`src/rtl/stream_flush_seq_pkg.sv`:
```
// Shared types and helpers for the stream flush sequencer.
// State encoding and flush-counter width calculation.
package stream_flush_seq_pkg;

    typedef enum logic [1:0] {
        IDLE,
        FLUSH,
        ACK
    } state_e;

    // Counter must hold 0..flush_cycles-1 and never be zero bits wide.
    function automatic int cnt_w(input int flush_cycles);
        int w;
        w = $clog2(flush_cycles);
        return (w < 1) ? 1 : w;
    endfunction

endpackage

```
`src/rtl/stream_occ_tracker.sv`:
```
// Saturating occupancy and dropped-beat counters for a flushable chain.
// Only instantiated when STREAM_FLUSH_SEQUENCER_OCC_EN is defined.
module stream_occ_tracker #(
    parameter int OccWidth = 8
) (
    input  logic                clk_i,
    input  logic                rst_i,
    input  logic                inc_i,
    input  logic                dec_i,
    input  logic                flush_start_i,
    output logic [OccWidth-1:0] occupancy_o,
    output logic [OccWidth-1:0] dropped_o
);

    localparam logic [OccWidth-1:0] OccMax = '1;

    logic [OccWidth-1:0] occupancy;
    logic [OccWidth-1:0] dropped;
    logic [OccWidth:0]   drop_sum;
    logic [OccWidth-1:0] dropped_sat;

    always_comb begin
        drop_sum    = {1'b0, dropped} + {1'b0, occupancy};
        dropped_sat = drop_sum[OccWidth] ? OccMax : drop_sum[OccWidth-1:0];
    end

    // A flush discards everything in flight, so it overrides any same-cycle beat.
    always_ff @(posedge clk_i) begin
        if (rst_i) begin
            occupancy <= '0;
            dropped   <= '0;
        end else if (flush_start_i) begin
            occupancy <= '0;
            dropped   <= dropped_sat;
        end else if (inc_i && !dec_i && (occupancy != OccMax)) begin
            occupancy <= occupancy + OccWidth'(1);
        end else if (dec_i && !inc_i && (occupancy != '0)) begin
            occupancy <= occupancy - OccWidth'(1);
        end
    end

    assign occupancy_o = occupancy;
    assign dropped_o   = dropped;

endmodule

```
`src/rtl/stream_flush_sequencer.sv`:
```
// Flush master for a chain of flushable spill registers: passes data while idle,
// gates the producer and pulses flush_o/flush_ack_o on request. Option: STREAM_FLUSH_SEQUENCER_OCC_EN.
module stream_flush_sequencer
    import stream_flush_seq_pkg::*;
#(
    parameter type T           = logic,
    parameter int  FlushCycles = 1,
    parameter int  OccWidth    = 8
) (
    input  logic                clk_i,
    input  logic                rst_i,
    input  logic                flush_req_i,
    output logic                flush_ack_o,
    output logic                busy_o,
    input  logic                in_valid_i,
    output logic                in_ready_o,
    input  logic [$bits(T)-1:0] in_data_i,
    output logic                out_valid_o,
    input  logic                out_ready_i,
    output logic [$bits(T)-1:0] out_data_o,
`ifdef STREAM_FLUSH_SEQUENCER_OCC_EN
    input  logic                mon_valid_i,
    input  logic                mon_ready_i,
    output logic [OccWidth-1:0] occupancy_o,
    output logic [OccWidth-1:0] dropped_o,
`endif
    output logic                flush_o
);

    localparam int             CntW    = cnt_w(FlushCycles);
    localparam logic [CntW-1:0] CntLast = CntW'(FlushCycles - 1);

    state_e          state;
    state_e          state_next;
    logic [CntW-1:0] cnt;
    logic [CntW-1:0] cnt_next;

    always_ff @(posedge clk_i) begin
        if (rst_i) begin
            state <= IDLE;
            cnt   <= '0;
        end else begin
            state <= state_next;
            cnt   <= cnt_next;
        end
    end

    // The request cycle itself is already gated so a beat can never slip in
    // one cycle before flush_o rises.
    always_comb begin
        state_next  = state;
        cnt_next    = cnt;
        out_valid_o = 1'b0;
        in_ready_o  = 1'b0;
        flush_o     = 1'b0;
        flush_ack_o = 1'b0;
        case (state)
            IDLE: begin
                if (flush_req_i) begin
                    state_next = FLUSH;
                    cnt_next   = '0;
                end else begin
                    out_valid_o = in_valid_i;
                    in_ready_o  = out_ready_i;
                end
            end
            FLUSH: begin
                flush_o  = 1'b1;
                cnt_next = cnt + CntW'(1);
                if (cnt == CntLast) begin
                    state_next = ACK;
                end
            end
            ACK: begin
                flush_ack_o = 1'b1;
                state_next  = IDLE;
            end
            default: begin
                state_next = IDLE;
            end
        endcase
    end

    assign busy_o     = (state != IDLE);
    assign out_data_o = in_data_i;

`ifdef STREAM_FLUSH_SEQUENCER_OCC_EN
    stream_occ_tracker #(
        .OccWidth(OccWidth)
    ) u_occ (
        .clk_i        (clk_i),
        .rst_i        (rst_i),
        .inc_i        (out_valid_o && out_ready_i),
        .dec_i        (mon_valid_i && mon_ready_i),
        .flush_start_i((state == FLUSH) && (cnt == '0)),
        .occupancy_o  (occupancy_o),
        .dropped_o    (dropped_o)
    );
`endif

endmodule

```
`config.mk`:
```
export PLATFORM = sky130hd
export DESIGN_NAME = stream_flush_sequencer
export DESIGN_NICKNAME = d
export VERILOG_FILES = /design/src/rtl/stream_flush_seq_pkg.sv /design/src/rtl/stream_occ_tracker.sv /design/src/rtl/stream_flush_sequencer.sv
export SDC_FILE = /design/constraint.sdc
export NUM_CORES = 1
export LEC_CHECK = 0
export CORE_AREA = 2 2 39 41
export DETAILED_ROUTE_END_ITERATION = 12
export DIE_AREA = 0 0 41 43
export PLACE_DENSITY = 0.38
export SLEW_MARGIN = 20
export SYNTH_ARGS = -nofsm -noshare
export SYNTH_HDL_FRONTEND = slang
export SYNTH_SLANG_ARGS = --single-unit
export TNS_END_PERCENT = 1
```
`constraint.sdc`:
```
create_clock -name clk_i -period 1.13 [get_ports clk_i]
set_input_delay 0.226 -clock clk_i [delete_from_list [all_inputs] [get_ports clk_i]]
set_output_delay 0.226 -clock clk_i [all_outputs]
set_load 0.02 [all_outputs]
```
# --- Yosys cells after proc, flatten, opt, wreduce, memory -nomap -nowiden ---
# Index checks and enable logic that the tools add are counted.
classes:
  n_addsub: 1
  multipliers: 0
  div: 0
  n_lt_le_gt_ge: 0
  n_eq_ne: 4
  shifts: 0
  n_mux: 11
  bitwise: 0
  reduce_logical: 5
ops:
  columns: ["op", "count"]
  rows:
  - ["$mux W1", 7]
  - ["$mux W2", 2]
  - ["$ne A2 B2 Y1 const B", 2]
  - ["$pmux W2 S2", 1]
  - ["$reduce_and A2 Y1", 2]
  - ["$reduce_bool A2 Y1", 2]
  - ["$eq A2 B1 Y1 const B", 1]
  - ["$eq A2 B2 Y1 const B", 1]
  - ["$logic_not A2 Y1", 1]
  - ["$pmux W1 S2", 1]
  - ["$add A1 B1 Y1 const B", 1]
totals:
  register_bits: 3
  latch_bits: 0
  mem_bits_rw: 0
  rom_bits: 0
  elab_cells: 23
  memories: 0

# --- Depth between registers and ports, before layout ---
# Gate-level depths: netlist (run 1).
depth:
  depth_word: 3
  depth_mapped: 2
  mapped_depth_nobuf: 2

# --- Worst setup path after synthesis (run 1) ---
# Ideal clock, no wire load.
synth_path:
  path_type: "register -> output"
  start: "register state[1]"
  end: "output port in_ready_o"
  arrival_time_ps: 796
  slack_ps: 108
  stages_incl_launch_ff: 3
  path_cell_list: "dfxtp_1 > nor3_1 > and2_1"
synth_between:
  elab_chain_len: 2
synth_rtl:
  columns: ["item", "line", "rtl"]
  rows:
  - ["start: declaration", "stream_flush_sequencer.sv:33", "state_e state;"]
  - ["start signal: assignment", "stream_flush_sequencer.sv:43", "state <= state_next;"]
  - ["$logic_not A2 Y1", "stream_flush_sequencer.sv:57", "case (state)"]
  - ["$mux W1", "stream_flush_sequencer.sv:57", null]
  - ["end: declaration", "stream_flush_sequencer.sv:16", "output logic in_ready_o,"]
# Every way passes these cells.

# --- Final worst setup path (run 1) ---
layout_path:
  start: "register state[0]"
  end: "output port busy_o"
layout_between:
  elab_chain_len: 1
layout_rtl:
  columns: ["item", "line", "rtl"]
  rows:
  - ["$reduce_bool A2 Y1", "stream_flush_sequencer.sv:84", "assign busy_o = (state != IDLE);"]
  - ["end: declaration", "stream_flush_sequencer.sv:14", "output logic busy_o,"]
# Every way passes these cells.

==> reports/results.ini, run 1 <==
[outcome]
outcome = finished with violations
violations = setup timing

[worst_setup_path]
crit_fanout = 4
crit_path_end_kind = output pin
cp-start-kind = flip-flop
slowest_stage = dfxtp_4
ff2ff_setup_slack_ns = 0.17
critical_path_class = reg -> out
cp_slowest_stage_delay_ns = 0.36
crit_top_cell = buf_6
required_ns = 0.90
critPathArrivalTime_ns = 1.05
crit_chain = buf_6 -> or2_4 -> buf_6

[floorplanning]
fp.coreArea_um2 = 1380
rows = 14
chipHeight_um = 43
die_w_um = 41
io_pins = 12
dieArea_um2 = 1760
start_util_pct = 11.6

[sta]
min_period_over_period_pct = 113
tightest_slew_ns = 0.218
period_minus_slack_ns = 1.28
max_freq_mhz = 782
clock_skew_ns = 0.00892
slew_headroom_pct = 85.3
finalSetupTns_ns = -0.502
finalSetupViolCount = 5
setup_slack_ns = -0.149
rsz0062_at_grt = true
slew_violations = 0
final_hold_viol_count = 0

[clocking]
cts.sinks = 3
ctsHoldBuffers = 0
cts_tree = built
numCtsBuffers = 3
clock-root-buffer = clkbuf_4
clkSlewWorstSetupHoldPaths_ns = 0.04
htreeDepth = 1
clockBufferDepth = 2
clock_latency_ns = 0.24

[logic_synthesis]
yosys.area.top_type_share_pct = 37.5
synth_edf_count = 0
yosys_warnings = 0
avgSynthCellArea_um2 = 9.42
synth_area_um2 = 160
ys_seq_elements = 3
synth_ff_type = dfxtp_1
syn-instance-count = 17
seq_area_frac_synth_pct = 37.5
async_flop_share_pct = 0
synth.area.top_cells = dfxtp_1 38%, nor2b_4 8.6%, and2_1 7.8%
yosys-top-cells-count = 3 x dfxtp_1, 2 x and2_1, 2 x nor3_1
netlist.top_cell.by_area = dfxtp_1
yosysMostFrequentCell = dfxtp_1
synth_cell_types = 13
syn_nets = 23

[final_layout]
drive_gt1_share_pct = 58.8
num-fill-cells = 152
antenna_cells = 0
layout-area-overhead-vs-synth_pct = 122
nNetsFinal = 41
fin_cells = 50

[grt]
grt_antenna_before_repair = 0
grt_pass1_vias = 185
grt-ovfl-total = 0
grt_pass1_wl_um = 759
grt_usage_pct = 6.61
grt_max_degree = 5

[pwr]
p_per_area_nw_per_um2 = 1250
total_power_uw = 443
peakVddDrop_mv = 0.225
leakagePower_uw = 0.000157

[drt]
viasPerCell = 3.64
wl_um = 453
routedWlPerCell_um = 9.06
ant_nets = 0
first_pass_iters = 4
drt_iter0_drc = 2
drc = 0
vias = 182

[min_path]
hold_class = in -> out

[place]
gp_congestion = 0.578
io_buffers = 9
dpl_worst_slack_ns = -0.697
dp.cells = 45
dp.final_hpwl_um = 318

[flow_run]
cap_violations = 0

## metal layers
layer | up-vias | GRT usage (%) | wire [µm]
li1 | 91 | - | -
met1 | 79 | 7.35 | 177
met2 | 12 | 9.06 | 230
met3 | 0 | 2.62 | 45
met4 | 0 | 6.00 | 0
met5 | - | 0 | 0
## per-stage QoR
stage | cell area [µm²] | hold slack (ns) | utilization (%)
finish | 355 | 0.452 | 25.7
detailed placement | 293 | 0.452 | 21.2
global route | 355 | 0.452 | 25.7
global placement | 293 | 0.452 | 21.2
floorplan | 160 | 0.303 | -
CTS | 340 | 0.452 | 24.6
## cell usage in the layout, fill, tap and decap left out
master / synthesis / final
buf_6: 0 / 5
buf_4: 1 / 5
clkbuf_4: 0 / 3
clkdlybuf4s50_1: 0 / 3
and2_4: 0 / 2
nor2b_4: 1 / 1
or2_4: 0 / 1
nor3_4: 0 / 1
nor2b_1: 1 / 1
mux2i_1: 1 / 1
nor3_1: 2 / 1
nor4b_1: 1 / 1
nor2_1: 1 / 1
nand2b_1: 1 / 1
inv_1: 1 / 1
o221a_1: 1 / 1
clkbuf_1: 0 / 1
dfxtp_1: 3 / 1
dlygate4sd2_1: 0 / 1
dfxtp_4: 0 / 1
dfxtp_2: 0 / 1
## registers in the layout, indices dropped and copies added, names as in the netlist
signal / cells
state: 2
cnt: 1
## path summary, 6_finish.rpt
kind	end	cells after the start	start
max	busy_o	3	state[0]
min	out_data_o	0	in_data_i
max reg2reg	cnt	4	state[0]
min reg2reg	state[1]	1	cnt
## final cells by class
class                           instances  area [µm²]  share of cell area (%)
Clock buffer                            4        26.3                    7.39
Inverter                                1        3.75                    1.06
Multi-Input combinational cell         12         108                    30.3
Sequential cell                         3        65.1                    18.3
Tap cell                               16        20.0                    5.63
Timing Repair Buffer                   14         133                    37.3
## repair_timing
item / in CTS / in global routing
resized for setup: 35 / 4
endpoints found under the setup margin: 5 / 5
setup buffers: 1 / 0
pin swaps: 2 / 1
gates cloned: 0 / 0
## worst max-delay path, delay by kind of cell (launching register included)
family	cells	cell delay [ns]
buffers and inverters	2	0.24
AND/OR/NAND/NOR	1	0.22
flip-flops	1	0.36
## power by group
part / leakage (µW) / total (µW) / switching, µW / internal [µW]
clock: 0.0000150 / 196 / 62.9 / 133
combinational: 0.000117 / 122 / 45.9 / 75.9
sequential: 0.0000257 / 125 / 10.8 / 114
total: 0.000157 / 443 / 120 / 323
## cells by family after synthesis
| family | after synthesis | share of synthesized area [%] |
|---|---|---|
| mux | 1 | 6.25 |
| compound gates | 1 | 7.03 |
| simple gates | 10 | 42.2 |
| flops | 3 | 37.5 |
| buf+inv | 2 | 7.03 |
Note: power is estimated with default switching activity, not from simulation.
==> inputs of run 2 (changes only) <==
--- a/config.mk
+++ b/config.mk
@@ -5,6 +5,7 @@
 export SDC_FILE = /design/constraint.sdc
 export NUM_CORES = 1
 export LEC_CHECK = 0
+export CAP_MARGIN = 5
 export CORE_AREA = 2 2 39 41
 export DETAILED_ROUTE_END_ITERATION = 12
 export DIE_AREA = 0 0 41 43
==> results of run 2 <==
No change in the layout: final DEF, timing and power equal those of run 1.
==> inputs of run 3 (changes only) <==
--- a/config.mk
+++ b/config.mk
@@ -5,10 +5,11 @@
 export SDC_FILE = /design/constraint.sdc
 export NUM_CORES = 1
 export LEC_CHECK = 0
-export CAP_MARGIN = 5
+export CAP_MARGIN = 0
 export CORE_AREA = 2 2 39 41
 export DETAILED_ROUTE_END_ITERATION = 12
 export DIE_AREA = 0 0 41 43
+export GPL_TIMING_DRIVEN = 0
 export PLACE_DENSITY = 0.38
 export SLEW_MARGIN = 20
 export SYNTH_ARGS = -nofsm -noshare
==> reports/results.ini, run 3 (synthesis gave the netlist of run 1 again) <==
[final_layout]
layout-area-overhead-vs-synth_pct = 108
multi_input_area_um2 = 105  ; -2.3%
final_cell_mix = 4 x clkdlybuf4s50_1, 3 x buf_4, 3 x clkbuf_4, 3 x buf_6
regArea_um2 = 67.6  ; +3.8%
fin_cells = 48  ; -4.0%
top_regs = state (2), cnt (1)
layout_commonest_cell = clkdlybuf4s50_1
antenna_cells = 0  ; unchanged
nNetsFinal = 39  ; -4.9%
largest_reg_flops = 2  ; unchanged
num-fill-cells = 150  ; -1.3%
largest_register = state
fin_area_um2 = 333  ; -6.3%
drive_gt1_share_pct = 53.1  ; -5.7 points
post-route-util_pct = 24.1  ; -1.6 points

[grt]
grt_max_degree = 8  ; +3
grt_pass1_wl_um = 690  ; -9.1%
grt_pass1_vias = 196  ; +5.9%
grt_usage_pct = 6.22  ; -0.39 points
grt_antenna_before_repair = 0  ; unchanged
grt-ovfl-total = 0  ; unchanged

[pwr]
p_per_area_nw_per_um2 = 1250  ; +0.21%
total_power_uw = 416  ; -6.1%
clkPwrFrac_pct = 45.0  ; +0.8 points
leakagePower_uw = 0.000144  ; -8.5%
switching_share_pct = 26.2  ; -0.81 points
p_int_uw = 307  ; -5.1%
power_switching_uw = 109  ; -9.0%
p_seq_share_pct = 30.4  ; +2.1 points
p_comb_share_pct = 24.6  ; -2.9 points
peakVddDrop_mv = 0.238  ; +6.1%

[sta]
slew_violations = 0  ; unchanged
clock_skew_ns = 0.00326  ; -0.00566 ns
min_period_over_period_pct = 113  ; about the same
period_minus_slack_ns = 1.28  ; -0.000236 ns
finalSetupViolCount = 3  ; -2
rsz0062_at_grt = true
max_freq_mhz = 782  ; about the same
final_hold_viol_count = 0  ; unchanged
setup_slack_ns = -0.149  ; +0.000236 ns
tightest_slew_ns = 0.206  ; -0.0116 ns
finalSetupTns_ns = -0.430  ; +0.0726 ns
slew_headroom_pct = 86.1  ; +0.79 points

[min_path]
hold_start = cnt
worstHoldEndpoint = state[1]
hold_class = reg -> reg
min_path_cells = 1  ; +1

[drt]
drc = 0  ; unchanged
ant_nets = 0  ; unchanged
wl_um = 384  ; -15%
first_pass_iters = 1  ; -3
vias = 166  ; -8.8%
viasPerCell = 3.46  ; -5.0%
drt_iter0_drc = 0  ; -2
routedWlPerCell_um = 8.00  ; -12%

[clocking]
numCtsBuffers = 3  ; unchanged
clockBufferDepth = 2  ; unchanged
cts_tree = built
cts.sinks = 3  ; unchanged
clkSlewWorstSetupHoldPaths_ns = 0.04  ; about the same
clock_latency_ns = 0.23  ; about the same
ctsHoldBuffers = 0  ; unchanged
clock-root-buffer = clkbuf_4
htreeDepth = 1  ; unchanged

[worst_setup_path]
crit_fanout = 6  ; +2
critPathArrivalTime_ns = 1.05  ; about the same
cp-start-kind = flip-flop
slowest_stage = dfxtp_4
required_ns = 0.90  ; about the same
crit_chain = nor3_4 -> and2_4 -> buf_6
r2r_start = state[1]
rr_endpoint = cnt
critical_path_class = reg -> out
ff2ff_setup_slack_ns = 0.20  ; +0.03 ns
crit_path_end_kind = output pin
r2r_cells = 3  ; -1
cp_slowest_stage_delay_ns = 0.36  ; about the same

[floorplanning]
rows = 14  ; unchanged
fp.coreArea_um2 = 1380  ; unchanged
die_w_um = 41  ; unchanged
chipHeight_um = 43  ; unchanged
io_pins = 12  ; unchanged
dieArea_um2 = 1760  ; unchanged
start_util_pct = 11.6  ; unchanged

[outcome]
outcome = finished with violations
violations = setup timing

[place]
dpl_cell_area_um2 = 280  ; -4.3%
gp_congestion = 0.587  ; +1.5%
dp.cells = 43  ; -4.4%
io_buffers = 10  ; +1

[flow_run]
cap_violations = 0  ; unchanged

==> run 3: cell count changes in the layout (fill, tap and decap cells not counted) <==
cell,before,now
buf_2,0,1
buf_4,5,3
buf_6,5,3
clkdlybuf4s50_1,3,4
dfxtp_2,1,0
dfxtp_4,1,2
or2_2,0,1
or2_4,1,0
==> run 3: critical path: cells and delay by family, from the launching register on <==
family / cells / cell delay, ns
flops: 1 / 0.36
buf+inv: 1 / 0.11
simple gates: 2 / 0.35
==> run 3: worst max-delay path by stage <==
stage,startpoint,endpoint
2_1_floorplan,state[1],in_ready_o
3_3_place_gp,flush_req_i,in_ready_o
3_5_place_dp,flush_req_i,in_ready_o
4_1_cts,state[1],out_valid_o
5_1_grt,state[1],in_ready_o
6_report,state[1],out_valid_o
==> run 3: timing repair <==
action | CTS | global route
pin swaps | 3 | 0
cloned | 0 | 0
buffers inserted | 1 | 0
setup endpoints to repair | 5 | 5
gates resized for setup | 36 | 0
hold endpoints to repair | 0 | 0
==> run 3: power groups by stage <==
stage	registers [µW]	logic (µW)	clock network, µW
after floorplan	125	49.3	0
after global placement	128	94.2	0
after detailed placement	128	95.5	0
after CTS	127	104	196
after global routing	129	110	204
final	126	102	187
==> run 3: per-stage QoR <==
stage                     setup WS (ns)  hold WS, ns
after floorplan                   0.108        0.303
after global placement           -0.691        0.480
after detailed placement         -0.729        0.479
after CTS                        -0.173        0.477
after global routing             -0.208        0.504
final                            -0.149        0.474
==> run 3: final cells by class <==
type	instances	share of cell area, %
Multi-Input combinational cell	12	31.6
Timing Repair Buffer	11	30.8
Sequential cell	3	20.3
Clock buffer	4	7.89
Tap cell	16	6.02
Buffer	1	2.26
Inverter	1	1.13
==> run 3: layer usage <==
metal / routed length [µm] / vias to the layer above / GRT usage [%]
met3: 47 / 0 / 2.09
met4: 0 / 0 / 8.00
met2: 193 / 9 / 8.13
met5: 0 / - / 0
li1: - / 86 / -
met1: 143 / 71 / 6.41
